$ cat src/rtl/uart_loader.sv
// Program-load framer fed by the UART receiver byte stream.
// Parses SYNC, 16-bit length, payload and XOR checksum; writes payload to memory.
module uart_loader #(
  parameter int         ADDR_WIDTH     = 16,
  parameter logic [7:0] SYNC_BYTE      = 8'hA5,
  parameter int         TIMEOUT_CYCLES = 1040000
) (
  input  logic                  clk,
  input  logic                  rst,
  input  logic                  rx_done,
  input  logic [7:0]            rx_data,
  output logic                  mem_we,
  output logic [ADDR_WIDTH-1:0] mem_addr,
  output logic [7:0]            mem_wdata,
  output logic                  busy,
  output logic                  load_done,
  output logic                  load_err,
  output logic [1:0]            err_code,
  output logic [15:0]           prog_len
);

  localparam int TW = $clog2(TIMEOUT_CYCLES + 1);
  localparam logic [TW-1:0] TMO_LAST = TW'(TIMEOUT_CYCLES - 1);
  localparam logic [16:0]   MAX_LEN  = 17'(2 ** ADDR_WIDTH);

  typedef enum logic [2:0] {
    IDLE,
    LEN_HI,
    LEN_LO,
    DATA,
    CHECK
  } state_t;

  state_t                state_q, state_d;
  logic [15:0]           len_q, len_d;
  logic [16:0]           cnt_q, cnt_d;
  logic [7:0]            csum_q, csum_d;
  logic [TW-1:0]         tmo_q, tmo_d;
  logic                  mem_we_q, mem_we_d;
  logic [ADDR_WIDTH-1:0] mem_addr_q, mem_addr_d;
  logic [7:0]            mem_wdata_q, mem_wdata_d;
  logic                  busy_q, busy_d;
  logic                  done_q, done_d;
  logic                  err_q, err_d;
  logic [1:0]            code_q, code_d;
  logic [15:0]           plen_q, plen_d;
  logic [16:0]           len_full;

  always_comb begin
    state_d     = state_q;
    len_d       = len_q;
    cnt_d       = cnt_q;
    csum_d      = csum_q;
    mem_we_d    = 1'b0;
    mem_addr_d  = mem_addr_q;
    mem_wdata_d = mem_wdata_q;
    busy_d      = busy_q;
    done_d      = 1'b0;
    err_d       = 1'b0;
    code_d      = code_q;
    plen_d      = plen_q;
    len_full    = {1'b0, len_q[15:8], rx_data};

    if (state_q == IDLE || rx_done) begin
      tmo_d = '0;
    end else begin
      tmo_d = tmo_q + TW'(1);
    end

    unique case (state_q)
      IDLE: begin
        if (rx_done && rx_data == SYNC_BYTE) begin
          state_d = LEN_HI;
          busy_d  = 1'b1;
          code_d  = 2'b00;
        end
      end
      LEN_HI: begin
        if (rx_done) begin
          len_d[15:8] = rx_data;
          state_d     = LEN_LO;
        end
      end
      LEN_LO: begin
        if (rx_done) begin
          len_d[7:0] = rx_data;
          cnt_d      = '0;
          csum_d     = '0;
          if (len_full > MAX_LEN) begin
            err_d   = 1'b1;
            code_d  = 2'b10;
            busy_d  = 1'b0;
            state_d = IDLE;
          end else if (len_full == '0) begin
            state_d = CHECK;
          end else begin
            state_d = DATA;
          end
        end
      end
      DATA: begin
        if (rx_done) begin
          mem_we_d    = 1'b1;
          mem_addr_d  = cnt_q[ADDR_WIDTH-1:0];
          mem_wdata_d = rx_data;
          csum_d      = csum_q ^ rx_data;
          cnt_d       = cnt_q + 17'd1;
          if (cnt_d == {1'b0, len_q}) begin
            state_d = CHECK;
          end
        end
      end
      CHECK: begin
        if (rx_done) begin
          state_d = IDLE;
          busy_d  = 1'b0;
          if (rx_data == csum_q) begin
            done_d = 1'b1;
            plen_d = len_q;
          end else begin
            err_d  = 1'b1;
            code_d = 2'b01;
          end
        end
      end
      default: state_d = IDLE;
    endcase

    // A byte arriving in the expiry cycle takes precedence over the timeout
    if (state_q != IDLE && !rx_done && tmo_q == TMO_LAST) begin
      err_d   = 1'b1;
      code_d  = 2'b11;
      busy_d  = 1'b0;
      state_d = IDLE;
    end
  end

  always_ff @(posedge clk) begin
    if (rst) begin
      state_q     <= IDLE;
      len_q       <= '0;
      cnt_q       <= '0;
      csum_q      <= '0;
      tmo_q       <= '0;
      mem_we_q    <= 1'b0;
      mem_addr_q  <= '0;
      mem_wdata_q <= '0;
      busy_q      <= 1'b0;
      done_q      <= 1'b0;
      err_q       <= 1'b0;
      code_q      <= '0;
      plen_q      <= '0;
    end else begin
      state_q     <= state_d;
      len_q       <= len_d;
      cnt_q       <= cnt_d;
      csum_q      <= csum_d;
      tmo_q       <= tmo_d;
      mem_we_q    <= mem_we_d;
      mem_addr_q  <= mem_addr_d;
      mem_wdata_q <= mem_wdata_d;
      busy_q      <= busy_d;
      done_q      <= done_d;
      err_q       <= err_d;
      code_q      <= code_d;
      plen_q      <= plen_d;
    end
  end

  assign mem_we    = mem_we_q;
  assign mem_addr  = mem_addr_q;
  assign mem_wdata = mem_wdata_q;
  assign busy      = busy_q;
  assign load_done = done_q;
  assign load_err  = err_q;
  assign err_code  = code_q;
  assign prog_len  = plen_q;

endmodule

$ cat config.mk
export PLATFORM = sky130hd
export DESIGN_NAME = uart_loader
export DESIGN_NICKNAME = d
export VERILOG_FILES = /design/src/rtl/uart_loader.sv
export SDC_FILE = /design/constraint.sdc
export NUM_CORES = 1
export LEC_CHECK = 0
export ABC_AREA = 1
export ABC_CLOCK_PERIOD_IN_PS = 2700
export BUFFER_PORTS_ARGS = -buffer_cell sky130_fd_sc_hd__buf_2
export CAP_MARGIN = 20
export CORE_MARGIN = 2
export CORE_UTILIZATION = 63
export DETAILED_ROUTE_END_ITERATION = 6
export GPL_TIMING_DRIVEN = 0
export PLACE_DENSITY = 0.85
export SLEW_MARGIN = 25
export SYNTH_ARGS = -nofsm -noshare
export SYNTH_HDL_FRONTEND = slang
export SYNTH_SLANG_ARGS = --single-unit
export TNS_END_PERCENT = 20
$ cat constraint.sdc
create_clock -name clk -period 2.7 [get_ports clk]
set_input_delay 0.135 -clock clk [delete_from_list [all_inputs] [get_ports clk]]
set_output_delay 0.135 -clock clk [all_outputs]
set_load 0.01 [all_outputs]
==> results of run 1 <==
==> stage by stage <==
step                      total power, mW  worst slack [ps]
final                                3.60               394
after global routing                 3.80               273
after CTS                            3.58               472
after detailed placement             2.66               496
after global placement               2.63               573
after floorplan                      2.42               900
==> power groups by stage <==
stage               registers, mW  clock network (mW)  logic [mW]
floorplan                    1.86                   0       0.560
global placement             1.86                   0       0.769
detailed placement           1.87                   0       0.796
CTS                          1.83               0.947       0.803
global route                 1.84                1.02       0.937
finish                       1.84               0.944       0.821
==> sequential cells by signal, indices dropped and copies added (netlist names) <==
name,count
busy,1
cnt_q,17
csum_q,8
err_code,2
len_q,16
load_done,1
load_err,1
mem_addr,16
mem_wdata,8
mem_we,1
prog_len,16
state_q,3
tmo_q,20
==> worst max-delay path, cell delays in order, from the launching register on <==
cell	delay, ps
dfxtp_1	470
ha_1	240
nand3_1	140
nor2_1	290
nand2_1	130
nand3b_1	110
nand2_1	60
nor2_1	140
nand2_1	80
nor2_1	140
nand3_1	110
nand2_2	110
nand3_1	80
nand2_1	80
nor2_1	40
==> worst max path at each step <==
stage                         from         end  depth (start not counted)
after floorplan           cnt_q[0]  state_q[2]                         16
after global placement    cnt_q[0]  state_q[1]                         14
after detailed placement  cnt_q[0]  state_q[2]                         14
after CTS                 cnt_q[0]  state_q[1]                         14
after global routing      cnt_q[0]  state_q[0]                         14
final                     cnt_q[0]  state_q[2]                         14
==> cell type report <==
type,instances,area [µm²],area share (%)
buffer,21,92.6,1.67
clock buffer,9,124,2.23
clock inverter,7,66.3,1.20
inverter,81,304,5.48
multi-input combinational,464,2360,42.5
sequential,110,2200,39.7
tap,102,128,2.30
timing repair buffer,55,275,4.96
==> per-layer routing <==
metal	up-vias	part of all wire (%)
met2	234	45
met3	46	8.8
met5	-	0
met4	0	3.6
li1	2389	-
met1	2207	43
==> placed cells by master, fill, tap and decap left out, types with 8 or more instances in the layout <==
cell      synthesis  routed
nor2_1           85      85
inv_1            76      76
xor2_1            8       8
o21ai_0          74      74
clkbuf_1         16      16
buf_2             2      57
a21oi_1          59      59
nand2_1         106     106
a32o_1            8       8
o32ai_1          10      10
dfxtp_1         110     110
nand3_1          47      47
nand4_1          14      14
clkbuf_8          0       9
==> cells by family after synthesis <==
| family | Yosys count | synth area share (%) |
|---|---|---|
| AOI/OAI and AO/OA | 157 | 17.7 |
| xor gates and xnor gates | 13 | 2.30 |
| adders and majority gates | 2 | 0.505 |
| buffers and inverters | 102 | 8.00 |
| DFF | 110 | 44.4 |
| and+or+nand+nor | 292 | 27.1 |
==> reports/metrics.yaml, run 1 <==
outcome: "finished clean"
placementRows: 32
fp.dieH_um: 92.7
postCtsHoldBufs: 0
crit_arrival_ps: 2590
place_area_um2: 5360
grt_most_used_layer: "met2"
fmax_ghz: 0.434
antenna_found_initial: 0
postLayoutCellArea_um2: 5550
drt_wl_total_mm: 13.3
worstMarginPinSlew_ps: 816
cts_tree: "built"
cts_made_buffers: 9
grt_pass1_wl_mm: 22.1
critPathMaxFanout: 6
viasPerCell: 5.74
ctsHtreeMaxLevel: 3
yosys.area.top_type: "dfxtp_1"
hold_depth: 3
use_met2_pct: 51.7
ys_ff_latch: 110
area_delta_synth_final_pct: 12.0
netSwitchingFraction_pct: 34.8
final_nets: 755
clock_sinks: 110
synth-async-reset-ratio_pct: 0
yosysMostFrequentCell: "dfxtp_1"
p_clk_share_pct: 26.2
synth_cell_type_count: 39
setup_tns_ps: 0
rsz0062_at_grt: "no"
p_sw_mw: 1.25
pwr-share-comb_pct: 22.8
power.internal_mw: 2.35
critPathRequiredTime_ps: 2980
r2r_slack_ps: 390
port_buffers: 55
use_met1_pct: 42.8
drt-wirelength-per-cell_um: 15.7
cts_setup_buffers: 0
slew-limit-headroom_pct: 45.6
placed_cells: 833
yosysWarnings: 0
reg2regPathDepth: 14
first_pass_iters: 6
cts_resized: 0
synthTopCellsByCount: "dfxtp_1, nand2_1, nor2_1"
avgSynthCellArea_um2: 7.33
hp-start: "rx_data[7]"
drive_gt1_share_pct: 13.5
hold_end: "len_q[7]"
start_util_pct: 64.5
syn_nets: 689
r2r_end: "state_q[2]"
hold_path_class: "in2reg"
dpl.hpwl_mm: 10.0
stdcell_count: 849
diodes: 0
fin_crit_ps: 2310
grt_util_all_layers_pct: 32.4
clk_pin_slew_ps: 110
cp-start-kind: "flop"
syn_area_um2: 4950
synth_edf_count: 0
slew_viol_final: 0
place.gp.congestion: 0.978
drv_cap: 0
hold_viol: 0
grt_max_degree: 21
core_um2: 7690
ys_seq_area_share_pct: 44.4
path_class: "reg2reg"
endpoint_kind: "flop"
gr-total-overflow: 0
die_area_um2: 8590
yosysTopAreaCellShare_pct: 44.4
power_frac_seq_pct: 51.0
first_iter_violations: 423
utilization_pct: 72.2
setup_viol: 0
clkLatencyLatePin_ps: 370
ys.flop_type: "dfxtp_1"
syn-instance-count: 676
ant_nets: 0
p_leak_nw: 2.34
clockRootBuffer: "clkbuf_8"
synth_area_leaders: "dfxtp_1, nand2_1, o21ai_0"
gr-usage-met3_pct: 6.75
clock_skew_ps: 14.7
pin_count: 57
finalCritPeriodShare_pct: 85.4
die_x_um: 92.7
grt_pass1_vias: 4695
r2r_start: "cnt_q[0]"
powerDensity_nw_per_um2: 649
irDropWorstVdd_uv: 448
vias: 4876
whs_ps: 110
drcViolationCount: 0
cts_buffer_depth: 2
fillCellCount: 674
No activity file was read; power rests on OpenSTA's default activity.
==> run 2: changes to the inputs <==
CAP_MARGIN = unset   (was 20)
PLACE_DENSITY = 0.82   (was 0.85)
==> run 2 against run 1 <==
  * Worst hold slack worse by 21 ps
  * Critical path depth unchanged
  * First-iteration DRC count increased by 7.6%
  * Sequential power hardly changed
  * Clock power is 0.8% higher
  * Clock skew down 5.2 ps
  * Fmax up 1.8%
  * Critical path type unchanged
  * Critical endpoint unchanged
  * Largest power group unchanged
==> reports/metrics.yaml, run 2 (same netlist as run 1, synthesis figures left out) <==
outcome: "finished clean"
critPathSlowestCell: "dfxtp_1"
drt_wl_total_mm: 13.0
power.internal_mw: 2.35
grt_util_all_layers_pct: 32.1
hold_viol: 0
cpPeakStageDelay_ps: 480
clock_skew_ps: 9.55
multi_input_area_um2: 2360
cts_buffer_depth: 2
vias: 4948
cts_made_buffers: 9
grt_pass1_wl_mm: 22.0
port_buffers: 55
grt_max_degree: 20
fp.dieH_um: 92.7
rsz0062_at_grt: "no"
clkLatencyLatePin_ps: 380
layout_commonest_cell: "dfxtp_1"
path_cells: "ha_1 -> nand3_1 -> nor2_1 -> nand2_1 -> nand3b_1 -> nand2_1 -> nor2_1 -> nand2_1 -> nor2_1 -> nand3_1 -> nand2_2 -> nand3_1 -> nand2_1 -> nor2_1"
die_x_um: 92.7
gr-total-overflow: 0
final_nets: 755
first_iter_violations: 455
crit_arrival_ps: 2550
setup_tns_ps: 0
place_area_um2: 5360
largest_reg_flops: 20
path_delay_family: "simple AND/OR/NAND/NOR gates"
die_area_um2: 8590
fillCellCount: 640
pwr-share-comb_pct: 22.8
cts_setup_buffers: 0
slew-limit-headroom_pct: 56.3
reg_top3: "tmo_q: 20 flops, cnt_q: 17 flops"
fin_crit_ps: 2260
irDropWorstVdd_uv: 343
dpl.hpwl_mm: 9.98
clockRootBuffer: "clkbuf_8"
endpoint_kind: "flop"
ant_nets: 0
critPathRequiredTime_ps: 2980
cts_resized: 0
antenna_found_initial: 0
first_pass_iters: 5
drcViolationCount: 0
fmax_ghz: 0.442
regMostFlops: "tmo_q"
p_clk_share_pct: 26.4
clock_sinks: 110
area_delta_synth_final_pct: 11.8
drive_gt1_share_pct: 13.4
layout.cells.most_common_list: "dfxtp_1, nand2_1, nor2_1"
total_power_mw: 3.61
placementRows: 32
cp-start-kind: "flop"
ctsHtreeMaxLevel: 3
path_class: "reg2reg"
critPathMaxFanout: 6
grt_pass1_vias: 4683
postLayoutCellArea_um2: 5540
p_leak_nw: 2.34
crit_cells: 14
powerDensity_nw_per_um2: 651
pin_count: 57
clk_pin_slew_ps: 110
diodes: 0
drt-wirelength-per-cell_um: 15.3
netSwitchingFraction_pct: 34.9
p_sw_mw: 1.26
reg2regPathDepth: 14
viasPerCell: 5.83
drv_cap: 0
cts_tree: "built"
worstMarginPinSlew_ps: 656
hold_depth: 3
place.gp.congestion: 0.973
core_um2: 7690
power_frac_seq_pct: 50.8
seqCellArea_um2: 2200
placed_cells: 833
postCtsHoldBufs: 0
hold_path_class: "in2reg"
start_util_pct: 64.5
crit_buf_inv: 0
setup_viol: 0
finalCritPeriodShare_pct: 83.9
stdcell_count: 849
slew_viol_final: 0
==> run 2: changes by cell type in the layout (fill, tap and decap cells not counted), sizes merged <==
cell,change
inv,+1
clkinv,-1
clkinvlp,-1
clkbuf,+1
==> run 2: per-layer routing <==
layer	wire length (µm)	track usage, %	vias up	share of wire, %
met5	0	0	-	0
met4	302	10.8	0	2.3
met3	1040	6.27	36	8.0
met2	6070	53.6	219	47
met1	5540	41.9	2309	43
li1	-	-	2384	-
==> run 2: worst paths after layout <==
| kind | start | endpoint | slack (ps) |
|---|---|---|---|
| worst max register to register | cnt_q[0] | state_q[2] | 440 |
| worst min-delay path | rx_data[3] | mem_wdata[3] | 90 |
| worst max-delay path | cnt_q[0] | state_q[2] | 440 |
| worst min register to register | tmo_q[11] | tmo_q[11] | 460 |
==> run 2: final cells by class <==
class | instances | area share [%]
multi-input cells | 464 | 42.5
flip-flops and latches | 110 | 39.7
inverters | 81 | 5.49
repair buffers | 55 | 4.97
clock buffers | 10 | 2.30
well taps | 102 | 2.30
plain buffers | 21 | 1.67
clock inverters | 6 | 1.02
==> run 2: metrics by stage <==
| stage | worst slack (ps) | util (%) | hold slack, ps |
|---|---|---|---|
| 2_1_floorplan | 900 | - | 270 |
| 3_3_place_gp | 563 | 69.7 | 431 |
| 3_5_place_dp | 489 | 69.7 | 447 |
| 4_1_cts | 470 | 72.1 | 91.5 |
| 5_1_grt | 114 | 72.1 | 103 |
| 6_report | 435 | 72.1 | 89.3 |
==> run 2: power groups by stage <==
stage                     clock network (mW)  registers, mW  logic, mW
final                                  0.952           1.83      0.823
after floorplan                            0           1.86      0.560
after global routing                    1.02           1.84      0.929
after detailed placement                   0           1.86      0.805
after global placement                     0           1.86      0.772
after CTS                              0.956           1.83      0.809
==> run 2: worst min-delay path, cell delays in order <==
cell    delay (ps)
buf_2          150
nor2_1         110
nor2_1          50
